<file path="src/rtl/bp_cfg_reg_bank.sv">
// bp_cfg_reg_bank: per-core configuration register bank behind a single
// command/response port. Local registers answer in one cycle. Offsets
// 'h8000-'h8fff are forwarded to an external ucode memory port.
module bp_cfg_reg_bank #(
    parameter int                       num_core_p    = 4,
    parameter int                       addr_width_p  = 20,
    parameter int                       data_width_p  = 64,
    parameter int                       vaddr_width_p = 39,
    parameter logic [vaddr_width_p-1:0] reset_pc_p    = vaddr_width_p'(32'h8000_0000)
) (
    input  logic                                  clk_i,
    input  logic                                  reset_i,
    input  logic                                  cmd_v_i,
    input  logic                                  cmd_w_i,
    input  logic [addr_width_p-1:0]               cmd_addr_i,
    input  logic [data_width_p-1:0]               cmd_data_i,
    output logic                                  cmd_ready_o,
    output logic                                  resp_v_o,
    output logic [data_width_p-1:0]               resp_data_o,
    output logic                                  resp_err_o,
    input  logic                                  resp_yumi_i,
    output logic [num_core_p-1:0]                 core_reset_o,
    output logic [num_core_p-1:0]                 freeze_o,
    output logic [num_core_p*vaddr_width_p-1:0]   npc_o,
    output logic [2*num_core_p-1:0]               icache_mode_o,
    output logic [2*num_core_p-1:0]               dcache_mode_o,
    output logic                                  cce_mode_o,
    output logic                                  ucode_v_o,
    output logic                                  ucode_w_o,
    output logic [11:0]                           ucode_addr_o,
    output logic [data_width_p-1:0]               ucode_data_o,
    input  logic                                  ucode_ready_i,
    input  logic                                  ucode_v_i,
    input  logic [data_width_p-1:0]               ucode_data_i
);

    localparam int sel_width_lp = addr_width_p - 16;

    localparam logic [15:0] off_reset_lp  = 16'h0001;
    localparam logic [15:0] off_freeze_lp = 16'h0002;
    localparam logic [15:0] off_icache_lp = 16'h0022;
    localparam logic [15:0] off_npc_lp    = 16'h0040;
    localparam logic [15:0] off_dcache_lp = 16'h0043;
    localparam logic [15:0] off_cce_lp    = 16'h0081;

    typedef enum logic [1:0] {
        ST_READY      = 2'd0,
        ST_UCODE_REQ  = 2'd1,
        ST_UCODE_WAIT = 2'd2,
        ST_RESP       = 2'd3
    } state_e;

    typedef enum logic [2:0] {
        FLD_NONE   = 3'd0,
        FLD_RESET  = 3'd1,
        FLD_FREEZE = 3'd2,
        FLD_ICACHE = 3'd3,
        FLD_NPC    = 3'd4,
        FLD_DCACHE = 3'd5,
        FLD_CCE    = 3'd6
    } field_e;

    // Control and response state
    state_e                    state_r, state_next_s;
    logic [data_width_p-1:0]   resp_data_r, resp_data_next_s;
    logic                      resp_err_r, resp_err_next_s;
    logic [11:0]               ucode_addr_r, ucode_addr_next_s;
    logic                      ucode_w_r, ucode_w_next_s;
    logic [data_width_p-1:0]   ucode_data_r, ucode_data_next_s;

    // Configuration registers
    logic [num_core_p-1:0]     core_reset_r;
    logic [num_core_p-1:0]     freeze_r;
    logic [vaddr_width_p-1:0]  npc_r         [num_core_p];
    logic [1:0]                icache_mode_r [num_core_p];
    logic [1:0]                dcache_mode_r [num_core_p];
    logic                      cce_mode_r;

    // Command decode
    logic [15:0]               offset_s;
    logic [sel_width_lp-1:0]   sel_s;
    logic                      bcast_s;
    logic                      is_ucode_s;
    field_e                    field_s;
    logic [num_core_p-1:0]     core_hit_s;
    logic                      core_ok_s;
    logic [num_core_p-1:0]     tgt_mask_s;
    logic                      cmd_err_s;
    logic [data_width_p-1:0]   core_val_s;
    logic [data_width_p-1:0]   rd_data_s;

    // Register write strobes, one bit per core
    logic [num_core_p-1:0]     reset_we_s;
    logic [num_core_p-1:0]     freeze_we_s;
    logic [num_core_p-1:0]     icache_we_s;
    logic [num_core_p-1:0]     npc_we_s;
    logic [num_core_p-1:0]     dcache_we_s;
    logic                      cce_we_s;

    // Decode offset/select into a target field, target core mask, error flag and read value
    always_comb begin
        offset_s   = cmd_addr_i[15:0];
        sel_s      = cmd_addr_i[addr_width_p-1:16];
        bcast_s    = &sel_s;
        is_ucode_s = (offset_s[15:12] == 4'h8);

        case (offset_s)
            off_reset_lp:  field_s = FLD_RESET;
            off_freeze_lp: field_s = FLD_FREEZE;
            off_icache_lp: field_s = FLD_ICACHE;
            off_npc_lp:    field_s = FLD_NPC;
            off_dcache_lp: field_s = FLD_DCACHE;
            off_cce_lp:    field_s = FLD_CCE;
            default:       field_s = FLD_NONE;
        endcase

        core_hit_s = '0;
        for (int i = 0; i < num_core_p; i++) begin
            core_hit_s[i] = (sel_s == sel_width_lp'(i));
        end
        core_ok_s = |core_hit_s;

        // Broadcast only fans out writes; a broadcast read has no single source
        if (core_ok_s) begin
            tgt_mask_s = core_hit_s;
        end else if (bcast_s && cmd_w_i) begin
            tgt_mask_s = '1;
        end else begin
            tgt_mask_s = '0;
        end

        // cce_mode and ucode are global: the select field is don't-care for them
        if (is_ucode_s || (field_s == FLD_CCE)) begin
            cmd_err_s = 1'b0;
        end else if (field_s == FLD_NONE) begin
            cmd_err_s = 1'b1;
        end else begin
            cmd_err_s = ~|tgt_mask_s;
        end

        rd_data_s  = '0;
        core_val_s = '0;
        for (int i = 0; i < num_core_p; i++) begin
            core_val_s = '0;
            case (field_s)
                FLD_RESET:  core_val_s[0]                 = core_reset_r[i];
                FLD_FREEZE: core_val_s[0]                 = freeze_r[i];
                FLD_ICACHE: core_val_s[1:0]               = icache_mode_r[i];
                FLD_NPC:    core_val_s[vaddr_width_p-1:0] = npc_r[i];
                FLD_DCACHE: core_val_s[1:0]               = dcache_mode_r[i];
                default:    core_val_s                    = '0;
            endcase
            rd_data_s = rd_data_s | ({data_width_p{core_hit_s[i]}} & core_val_s);
        end
        rd_data_s[0] = rd_data_s[0] | ((field_s == FLD_CCE) & cce_mode_r);
    end

    // Next-state, response capture and register write strobes
    always_comb begin
        state_next_s      = state_r;
        resp_data_next_s  = resp_data_r;
        resp_err_next_s   = resp_err_r;
        ucode_addr_next_s = ucode_addr_r;
        ucode_w_next_s    = ucode_w_r;
        ucode_data_next_s = ucode_data_r;
        reset_we_s        = '0;
        freeze_we_s       = '0;
        icache_we_s       = '0;
        npc_we_s          = '0;
        dcache_we_s       = '0;
        cce_we_s          = 1'b0;

        case (state_r)
            ST_READY: begin
                if (cmd_v_i) begin
                    if (is_ucode_s) begin
                        state_next_s      = ST_UCODE_REQ;
                        ucode_addr_next_s = offset_s[11:0];
                        ucode_w_next_s    = cmd_w_i;
                        ucode_data_next_s = cmd_data_i;
                        resp_data_next_s  = '0;
                        resp_err_next_s   = 1'b0;
                    end else begin
                        state_next_s    = ST_RESP;
                        resp_err_next_s = cmd_err_s;
                        if (cmd_err_s) begin
                            resp_data_next_s = '0;
                        end else if (cmd_w_i) begin
                            resp_data_next_s = '0;
                            case (field_s)
                                FLD_RESET:  reset_we_s  = tgt_mask_s;
                                FLD_FREEZE: freeze_we_s = tgt_mask_s;
                                FLD_ICACHE: icache_we_s = tgt_mask_s;
                                FLD_NPC:    npc_we_s    = tgt_mask_s;
                                FLD_DCACHE: dcache_we_s = tgt_mask_s;
                                FLD_CCE:    cce_we_s    = 1'b1;
                                default:    cce_we_s    = 1'b0;
                            endcase
                        end else begin
                            resp_data_next_s = rd_data_s;
                        end
                    end
                end else begin
                    state_next_s = ST_READY;
                end
            end
            ST_UCODE_REQ: begin
                if (ucode_ready_i) begin
                    if (ucode_w_r) begin
                        state_next_s     = ST_RESP;
                        resp_data_next_s = '0;
                    end else begin
                        state_next_s = ST_UCODE_WAIT;
                    end
                end else begin
                    state_next_s = ST_UCODE_REQ;
                end
            end
            ST_UCODE_WAIT: begin
                if (ucode_v_i) begin
                    state_next_s     = ST_RESP;
                    resp_data_next_s = ucode_data_i;
                end else begin
                    state_next_s = ST_UCODE_WAIT;
                end
            end
            ST_RESP: begin
                if (resp_yumi_i) begin
                    state_next_s = ST_READY;
                end else begin
                    state_next_s = ST_RESP;
                end
            end
            default: begin
                state_next_s = ST_READY;
            end
        endcase
    end

    // FSM state register
    always_ff @(posedge clk_i or posedge reset_i) begin
        if (reset_i) begin
            state_r <= ST_READY;
        end else begin
            state_r <= state_next_s;
        end
    end

    // Response payload and outgoing ucode request fields
    always_ff @(posedge clk_i or posedge reset_i) begin
        if (reset_i) begin
            resp_data_r  <= '0;
            resp_err_r   <= 1'b0;
            ucode_addr_r <= 12'h000;
            ucode_w_r    <= 1'b0;
            ucode_data_r <= '0;
        end else begin
            resp_data_r  <= resp_data_next_s;
            resp_err_r   <= resp_err_next_s;
            ucode_addr_r <= ucode_addr_next_s;
            ucode_w_r    <= ucode_w_next_s;
            ucode_data_r <= ucode_data_next_s;
        end
    end

    // Configuration registers; cores come out of reset held in reset and frozen
    always_ff @(posedge clk_i or posedge reset_i) begin
        if (reset_i) begin
            core_reset_r <= '1;
            freeze_r     <= '1;
            cce_mode_r   <= 1'b0;
            for (int i = 0; i < num_core_p; i++) begin
                npc_r[i]         <= reset_pc_p;
                icache_mode_r[i] <= 2'b00;
                dcache_mode_r[i] <= 2'b00;
            end
        end else begin
            for (int i = 0; i < num_core_p; i++) begin
                if (reset_we_s[i])  core_reset_r[i]  <= cmd_data_i[0];
                if (freeze_we_s[i]) freeze_r[i]      <= cmd_data_i[0];
                if (icache_we_s[i]) icache_mode_r[i] <= cmd_data_i[1:0];
                if (npc_we_s[i])    npc_r[i]         <= cmd_data_i[vaddr_width_p-1:0];
                if (dcache_we_s[i]) dcache_mode_r[i] <= cmd_data_i[1:0];
            end
            if (cce_we_s) cce_mode_r <= cmd_data_i[0];
        end
    end

    // Handshake outputs decode straight from the state flop, so ucode_v_o and
    // resp_v_o are mutually exclusive by construction
    assign cmd_ready_o  = (state_r == ST_READY);
    assign resp_v_o     = (state_r == ST_RESP);
    assign ucode_v_o    = (state_r == ST_UCODE_REQ);
    assign resp_data_o  = resp_data_r;
    assign resp_err_o   = resp_err_r;
    assign ucode_w_o    = ucode_w_r;
    assign ucode_addr_o = ucode_addr_r;
    assign ucode_data_o = ucode_data_r;
    assign core_reset_o = core_reset_r;
    assign freeze_o     = freeze_r;
    assign cce_mode_o   = cce_mode_r;

    for (genvar g = 0; g < num_core_p; g++) begin : g_core_out
        assign npc_o[g*vaddr_width_p +: vaddr_width_p] = npc_r[g];
        assign icache_mode_o[2*g +: 2]                 = icache_mode_r[g];
        assign dcache_mode_o[2*g +: 2]                 = dcache_mode_r[g];
    end

endmodule
</file>
<file path="config.mk">
export PLATFORM = sky130hd
export DESIGN_NAME = bp_cfg_reg_bank
export DESIGN_NICKNAME = d
export VERILOG_FILES = /design/src/rtl/bp_cfg_reg_bank.sv
export SDC_FILE = /design/constraint.sdc
export NUM_CORES = 1
export LEC_CHECK = 0
export ABC_CLOCK_PERIOD_IN_PS = 29000
export BUFFER_PORTS_ARGS = -buffer_cell sky130_fd_sc_hd__clkbuf_2
export CAP_MARGIN = 25
export CORE_MARGIN = 2
export CORE_UTILIZATION = 33
export CTS_CLUSTER_SIZE = 12
export DETAILED_ROUTE_END_ITERATION = 16
export GPL_TIMING_DRIVEN = 0
export SKIP_CTS_REPAIR_TIMING = 1
export SLEW_MARGIN = 20
export SYNTH_ARGS = -nofsm -noshare
export SYNTH_HDL_FRONTEND = slang
export SYNTH_SLANG_ARGS = --single-unit
</file>
<file path="constraint.sdc">
create_clock -name clk_i -period 29 [get_ports clk_i]
set_input_delay 1.45 -clock clk_i [delete_from_list [all_inputs] [get_ports clk_i]]
set_output_delay 1.45 -clock clk_i [all_outputs]
set_load 0.05 [all_outputs]
</file>
==> impl_metrics.tcl <==
set metrics [dict create \
    first_pass_iters 4 \
    ys_seq_area_share_pct 57.6 \
    ys.flop_type "dfrtp_1" \
    initial_core_util_pct 33.6 \
    ys_ff_latch 325 \
    tightestPinTransition_ns 1.03 \
    final_antenna_net_count 0 \
    dieArea_mm2 0.0446 \
    total_power_uw 1800 \
    clock_path_buffers 3 \
    io_buffers 478 \
    coreArea_mm2 0.0421 \
    grt_pass1_wl_mm 70.0 \
    cts_max_level 2 \
    dp_hpwl_mm 35.6 \
    status "completed" \
    row_count 75 \
    relSlewSlack_pct 31.3 \
    final_cell_mix "clkbuf_2 (478), dfrtp_1 (313), mux2_2 (231), nor2_1 (94), clkbuf_1 (39)" \
    rsz0062_at_grt "false" \
    tns_ns 0 \
    path_clk_slew_ns 0.06 \
    vdd_drop_max_v 0.0000564 \
    clock.fmax_mhz 246 \
    synth_xor_area_share_pct 0 \
    wirelength_mm 47.6 \
    numCtsBuffers 38 \
    nets 1660 \
    track_usage_pct 21.0 \
    cts_root_buffer "clkbuf_16" \
    tritoncts "done" \
    die_y_um 211 \
    grt_pass1_vias 11100 \
    setup_viol 0 \
    crit_type "in2reg" \
    synthMuxAreaShare_pct 27.6 \
    synth_top_family_by_area "multiplexers" \
    syn2layout_area_growth_pct 31.9 \
    final_hold_viol_count 0 \
    syn_nets 1136 \
    synth_edf_count 0 \
    min_period_ns 4.06 \
    cts.sinks 325 \
    place.gp.congestion 0.862 \
    num_vias 10600 \
    worst_setup_path_end_kind "flop" \
    clk_latency_ns 0.55 \
    hold_path_class "reg2reg" \
    yosys.area_share.simple_pct 5.87 \
    avgViaCountPerCell 5.14 \
    layout-drive-gt1-share_pct 58.0 \
    path_max_fanout 10 \
    crit_arrival_ns 4.47 \
    clock_skew_ns 0.0152 \
    drtIter0Drc 523 \
    synth_area_mm2 0.0142 \
    drv_slew 0 \
    post_synth_num_cell_types 57 \
    die_w_um 211 \
    grt_max_degree 103 \
    synth-adder-area-share_pct 0.354 \
    drc_errors 0 \
    cp.required_ns 29.41 \
    drt-wirelength-per-cell_um 23.0 \
    ys_warn_count 0 \
    synth_compound_area_share_pct 5.89 \
    synthCells 977 \
    synthArstFlopShare_pct 100 \
    power_density_mw_per_mm2 96.6 \
    layout_commonest_cell "clkbuf_2" \
    syn_area_per_cell_um2 14.5 \
    period_share_pct 14.0 \
    start_kind "input pin" \
    maxCapViolCount 0 \
    antenna_found_initial 0 \
    gr-total-overflow 0 \
    ios 481 \
    cellLeakagePower_uw 0.00964 \
]
final cells by class:
| class | instances | area [um^2] |
|---|---|---|
| Antenna cell | 1 | 2.50 |
| Buffer | 65 | 354 |
| Clock buffer | 58 | 1140 |
| Clock inverter | 11 | 180 |
| Fill cell | 3978 | 23500 |
| Inverter | 7 | 33.8 |
| Multi-Input combinational cell | 580 | 5640 |
| Sequential cell | 325 | 8150 |
| Tap cell | 539 | 674 |
| Timing Repair Buffer | 484 | 2500 |
critical path: stages:
cell,delay [ns]
clkbuf_2,0.11
buf_1,0.70
clkbuf_1,0.66
buf_1,0.72
mux4_2,0.41
a221oi_1,0.33
nor2_1,0.08
stage by stage:
step           setup slack (ns)  hold slack, ns  instances  instance area (um^2)  utilization (%)
6_report                  24.94           0.487       2070                 18700             44.3
4_1_cts                   24.91           0.487       2068                 18600             44.3
3_3_place_gp              14.78           0.475       1994                 17200             40.9
2_1_floorplan             18.57           0.731        977                 14200                -
5_1_grt                   24.85           0.514       2069                 18700             44.3
3_5_place_dp              24.33           0.473       1999                 17300             41.1
where the power goes:
| part | switching [uW] | leakage, uW | internal [uW] |
|---|---|---|---|
| Sequential | 48.4 | 0.00436 | 546 |
| Clock | 194 | 0.000643 | 307 |
| Combinational | 533 | 0.00464 | 175 |
| Total | 775 | 0.00964 | 1030 |
logic make-up (layout without fill, tap and decap cells):
logic type               Yosys count  in the layout
AND/OR/NAND/NOR                  171            171
adder cells (fa/ha/maj)            4              4
buffers and inverters             72            625
AO/OA/AOI/OAI                    102            102
multiplexers                     303            303
other                              0              1
flip-flops                       325            325
cell usage after synthesis, drive strengths merged, types with 5 or more instances:
cell / n / area [um^2]
nor3: 6 / 30.0
nand3: 5 / 25.0
mux2: 261 / 3010
nor4: 7 / 58.8
a221oi: 37 / 324
inv: 7 / 26.3
a22o: 27 / 236
mux4: 38 / 856
nand2: 22 / 82.6
buf: 35 / 241
clkbuf: 30 / 113
a21oi: 8 / 40.0
dfrtp: 313 / 7830
or4: 5 / 45.0
o21ai: 6 / 33.8
nor2: 97 / 387
dfstp: 12 / 315
worst paths after layout:
| check | start | to | slack (ns) | cells after the start |
|---|---|---|---|---|
| worst min register to register | resp_err_o | resp_err_o | 0.49 | 2 |
| worst max-delay path | cmd_addr_i[16] | resp_data_o[8] | 24.94 | 7 |
| worst max register to register | state_r[0] | resp_data_o[21] | 26.08 | 7 |
| max in group asynchronous | reset_i | ucode_data_o[40] | 26.78 | 4 |
| min in group asynchronous | reset_i | resp_data_o[13] | 0.93 | 2 |
| worst min-delay path | resp_err_o | resp_err_o | 0.49 | 2 |
routing by layer:
metal	up-vias	track usage (%)	wire [um]
li1	4680	-	-
met1	5441	25.2	18800
met2	434	34.7	22800
met3	80	7.12	4230
met4	0	8.67	1730
met5	-	0	0
flip-flops by register name, summed over array words and instances, names as in the netlist:
register / flops
freeze_o: 4
dcache_mode_o: 8
icache_mode_o: 8
resp_data_o: 64
state_r: 2
ucode_addr_o: 12
cce_mode_o: 1
resp_err_o: 1
ucode_w_o: 1
ucode_data_o: 64
npc_o: 156
core_reset_o: 4
Note: power is estimated with default switching activity, not from simulation.
